**src/rtl/mbist_controller.sv**
```systemverilog
// mbist_controller: march-style write-all/read-all MBIST sequencer over NUM_PAT decoder backgrounds.
module mbist_controller #(
  parameter int ADDR_W  = 4,
  parameter int NUM_PAT = 6
) (
  input  logic              clk,
  input  logic              rst,
  input  logic              start,
  output logic [2:0]        q,
  input  logic [7:0]        data_t,
  output logic [ADDR_W-1:0] mem_addr,
  output logic              mem_we,
  output logic              mem_re,
  output logic [7:0]        mem_wdata,
  input  logic [7:0]        mem_rdata,
  output logic              busy,
  output logic              done,
  output logic              fail,
  output logic [ADDR_W-1:0] fail_addr,
  output logic [2:0]        fail_pat
);
  typedef enum logic [2:0] {IDLE, WRITE, READ, FLUSH, DONE} state_e;
  localparam logic [ADDR_W-1:0] LAST_ADDR = '1;
  localparam logic [2:0] LAST_PAT = 3'(NUM_PAT - 1);
  state_e state_q, state_d;
  logic [2:0] q_q, q_d, fail_pat_q, fail_pat_d;
  logic [ADDR_W-1:0] addr_q, addr_d, rd_addr_q, fail_addr_q, fail_addr_d;
  logic rd_v_q, fail_q, fail_d;
  always_ff @(posedge clk or posedge rst) begin
    if (rst) begin
      state_q     <= IDLE;
      q_q         <= '0;
      addr_q      <= '0;
      rd_addr_q   <= '0;
      rd_v_q      <= 1'b0;
      fail_q      <= 1'b0;
      fail_addr_q <= '0;
      fail_pat_q  <= '0;
    end else begin
      state_q     <= state_d;
      q_q         <= q_d;
      addr_q      <= addr_d;
      rd_addr_q   <= addr_q;
      rd_v_q      <= state_q == READ;
      fail_q      <= fail_d;
      fail_addr_q <= fail_addr_d;
      fail_pat_q  <= fail_pat_d;
    end
  end
  always_comb begin
    state_d     = state_q;
    q_d         = q_q;
    addr_d      = addr_q;
    fail_d      = fail_q;
    fail_addr_d = fail_addr_q;
    fail_pat_d  = fail_pat_q;
    case (state_q)
      IDLE, DONE: if (start) begin
        state_d     = WRITE;
        q_d         = '0;
        addr_d      = '0;
        fail_d      = 1'b0;
        fail_addr_d = '0;
        fail_pat_d  = '0;
      end
      WRITE: begin
        addr_d  = addr_q == LAST_ADDR ? '0 : addr_q + 1'b1;
        state_d = addr_q == LAST_ADDR ? READ : WRITE;
      end
      READ: begin
        addr_d  = addr_q == LAST_ADDR ? '0 : addr_q + 1'b1;
        state_d = addr_q == LAST_ADDR ? FLUSH : READ;
      end
      FLUSH: begin
        addr_d  = '0;
        state_d = q_q == LAST_PAT ? DONE : WRITE;
        q_d     = q_q == LAST_PAT ? q_q : q_q + 3'd1;
      end
      default: state_d = IDLE;
    endcase
    // q only advances after FLUSH, so data_t still matches the read being compared
    if (rd_v_q && mem_rdata != data_t) begin
      fail_d      = 1'b1;
      fail_addr_d = fail_q ? fail_addr_q : rd_addr_q;
      fail_pat_d  = fail_q ? fail_pat_q : q_q;
    end
  end
  assign q         = q_q;
  assign mem_addr  = addr_q;
  assign mem_we    = state_q == WRITE;
  assign mem_re    = state_q == READ;
  assign mem_wdata = data_t;
  assign busy      = state_q == WRITE || state_q == READ || state_q == FLUSH;
  assign done      = state_q == DONE;
  assign fail      = fail_q;
  assign fail_addr = fail_addr_q;
  assign fail_pat  = fail_pat_q;
endmodule

```
**config.mk**
```make
export PLATFORM = sky130hd
export DESIGN_NAME = mbist_controller
export DESIGN_NICKNAME = d
export VERILOG_FILES = /design/src/rtl/mbist_controller.sv
export SDC_FILE = /design/constraint.sdc
export NUM_CORES = 1
export LEC_CHECK = 0
export CAP_MARGIN = 15
export CORE_MARGIN = 3
export CORE_UTILIZATION = 30
export CTS_CLUSTER_SIZE = 25
export DETAILED_ROUTE_END_ITERATION = 12
export PLACE_DENSITY = 0.68
export SYNTH_ARGS = -nofsm -noshare
export SYNTH_HDL_FRONTEND = slang
export SYNTH_SLANG_ARGS = --single-unit
export TNS_END_PERCENT = 5
```
**constraint.sdc**
```tcl
create_clock -name clk -period 2 [get_ports clk]
set_clock_uncertainty 0.2 [all_clocks]
set_input_delay 0.2 -clock clk [delete_from_list [all_inputs] [get_ports clk]]
set_output_delay 0.2 -clock clk [all_outputs]
set_load 0.02 [all_outputs]
```
==> metrics <==
antenna violations before repair 0; Setup crit end kind primary output; TritonRoute pass-1 iters 4; max_cap viols 0; layer with the highest usage met2; final setup TNS 0 ps; synthesized cell area between 0.001 and 0.0015 mm^2; largest net degree at the start of global routing 24; setup ws final a little over 100 ps; cell family with most CP delay buffers and inverters; post-synth cell types 35; worst path bufs/invs 1; most common cell after layout, fill and taps aside clkdlybuf4s50_1; H-tree levels 1; register area share after synthesis a little over two fifths; Slew HR ~70%; number of vias per cell ~5.3; Pwr Total about 1.9 mW; fin nets around 190; Slowest cell on crit path clkdlybuf4s50_1; CP cell instances clkdlybuf4s50_1; Die Area roughly 0.0052 mm^2; placed wire-length estimate roughly 2.4 mm; final wirelength between 3 and 4 mm; leakage 0.736 nW; Avg Inst Size Synth 10.3 um^2; met3 Use GR about 3.6%; Worst setup SP type flip-flop; Power Density between 1000 and 1500 mW/mm^2; internal cell power approximately 1.2 mW; row cnt 23; Crit Path Max Fanout 10; via count approximately 1200; Antenna Violating Nets Remaining 0; CTS tree yes; wire length per cell about 14 um; critical path data arrival time 1500 ps; GPL Wtd Cong roughly 0.8; Die Wd a little over 70 um; Ys Warns 0; Clk network pwr share between 10% and 20%; final hold vios 0; critical path class flip-flop to primary output; clock buffer depth 2; 1st-iter DRT viols 50; Root Buffer clkbuf_8; pre-CTS setup slack about 58 ps; Post-synth EDFFs 0; sw frac roughly 40%; unrepaired setup endpoints after global routing false; PortBufs 45; status finished, final reports clean; worst slew pin tran ~450 ps; most frequent cells in the layout clkdlybuf4s50_1, dfrtp_1, o2111ai_1; Tmin final 1900 ps; cts hold-fix bufs 0; GR Overflow Total 0; Crit path required time between 1500 and 2000 ps; Fmax 527 MHz; vias in the first global route around 1200; Slew Viols, Final 0; layout cell share with drive strength beyond 1 ~12%; Skew-Pair Late Insertion Delay 260 ps; post-placement cell count 216; Reg clk slew, reported paths 80 ps; Flop pwr share between 40% and 50%; GRT Util Overall 13.1%; die height just over 70 um; combinational share of power 44.0%; Clock Sinks 23; Worst VDD drop between 700 and 800 uV; Area Overhead vs Synth 39.2%; Antenna diodes 0; fin cells 220; cts bufs inserted 3; Async SR Flop Fraction between 90% and 100%; Final Core Density 44.5%; Switching Power roughly 760 uW; GRT met2 Usage a little under a quarter; #FFs+latches synth 23; first-pass GRT wire length about 5.5 mm; Worst Hold Class input pin to async pin; period utilization roughly 95%; GRT met1 Usage 15.3%; Core ar. 0.00412 mm^2; Initial Utilization a little under a third; Post-Syn Instances between 100 and 150; IO Pins 46; drt drc 0; Post-CTS Setup Bufs 0; post-synth net total 150; CP peak stage delay roughly 700 ps; ys flop type dfrtp_1; setup violators final 0
==> metrics by stage <==
step                instance area [um^2]  hold slack, ps
global route                        1830             119
CTS                                 1830            83.9
detailed placement                  1790             261
finish                              1830            75.8
global placement                    1790             250
floorplan                           1320            1.92
==> state kept, by name, summed over array words and instances (netlist names) <==
signal and flops:
rd_v_q 1, fail_addr 4, state_q 3, fail 1
fail_pat 3, rd_addr_q 4, q 3, mem_addr 4
==> area by class of cell <==
type | instances | area, um^2
Fill cell | 392 | 2280
Multi-Input combinational cell | 86 | 626
Sequential cell | 23 | 578
Timing Repair Buffer | 52 | 502
Tap cell | 50 | 62.6
Clock buffer | 4 | 45.0
Inverter | 5 | 18.8
==> Yosys cell counts (2+ instances only) <==
cell type	number	area [um^2]
nand4_2	2	25.0
nor3b_2	2	25.0
nor2_1	2	7.51
dfrtp_1	23	576
o2111ai_1	14	123
nand3_1	4	20.0
nand2_1	13	48.8
a21oi_1	6	30.0
xnor2_1	8	70.1
nand2b_1	2	12.5
o211ai_1	7	52.6
ha_1	3	37.5
xor2_1	2	17.5
inv_1	5	18.8
buf_4	9	67.6
a21o_1	2	15.0
o21ai_0	5	25.0
buf_2	2	10.0
==> kinds of logic (layout without fill, tap and decap cells) <==
logic type	Yosys count	in the layout	share of synthesized area (%)
compound gates	44	44	25.2
simple gates	29	29	12.8
flops	23	23	43.7
buf+inv	19	61	8.74
xor+xnor	10	10	6.65
fa+ha+maj	3	3	2.85
==> power by group through the flow <==
stage	Sequential [mW]	Combinational (mW)	Clock, mW
global route	0.812	0.920	0.321
global placement	0.780	0.836	0
floorplan	0.799	0.470	0
finish	0.784	0.840	0.285
detailed placement	0.789	0.855	0
CTS	0.784	0.852	0.301
==> repair_timing <==
action / in CTS / in global routing
endpoints found under the hold margin: 0 / 0
gates resized for setup: 5 / 1
endpoints found under the setup margin: 4 / 1
==> final timing paths <==
path	startpoint	end	slack [ps]	cells past startpoint
max	fail	fail	100	1
min	rst	rd_addr_q[2]	80	3
max reg2reg	q[0]	q[2]	370	5
min reg2reg	mem_addr[1]	rd_addr_q[1]	280	0
max in group asynchronous	rst	state_q[0]	1280	3
min in group clk	mem_addr[1]	rd_addr_q[1]	280	0
==> worst min-delay path, delay by kind of cell <==
kind     cells  cell delay [ps]
buf+inv      3              740
==> per-layer routing <==
metal | part of all wire [%] | up-vias | wire [um]
met4 | 0.98 | 0 | 31
li1 | - | 560 | -
met3 | 9.1 | 5 | 288
met2 | 47 | 54 | 1500
met5 | 0 | - | 0
met1 | 43 | 553 | 1360
No activity file was read; power rests on OpenSTA's default activity.
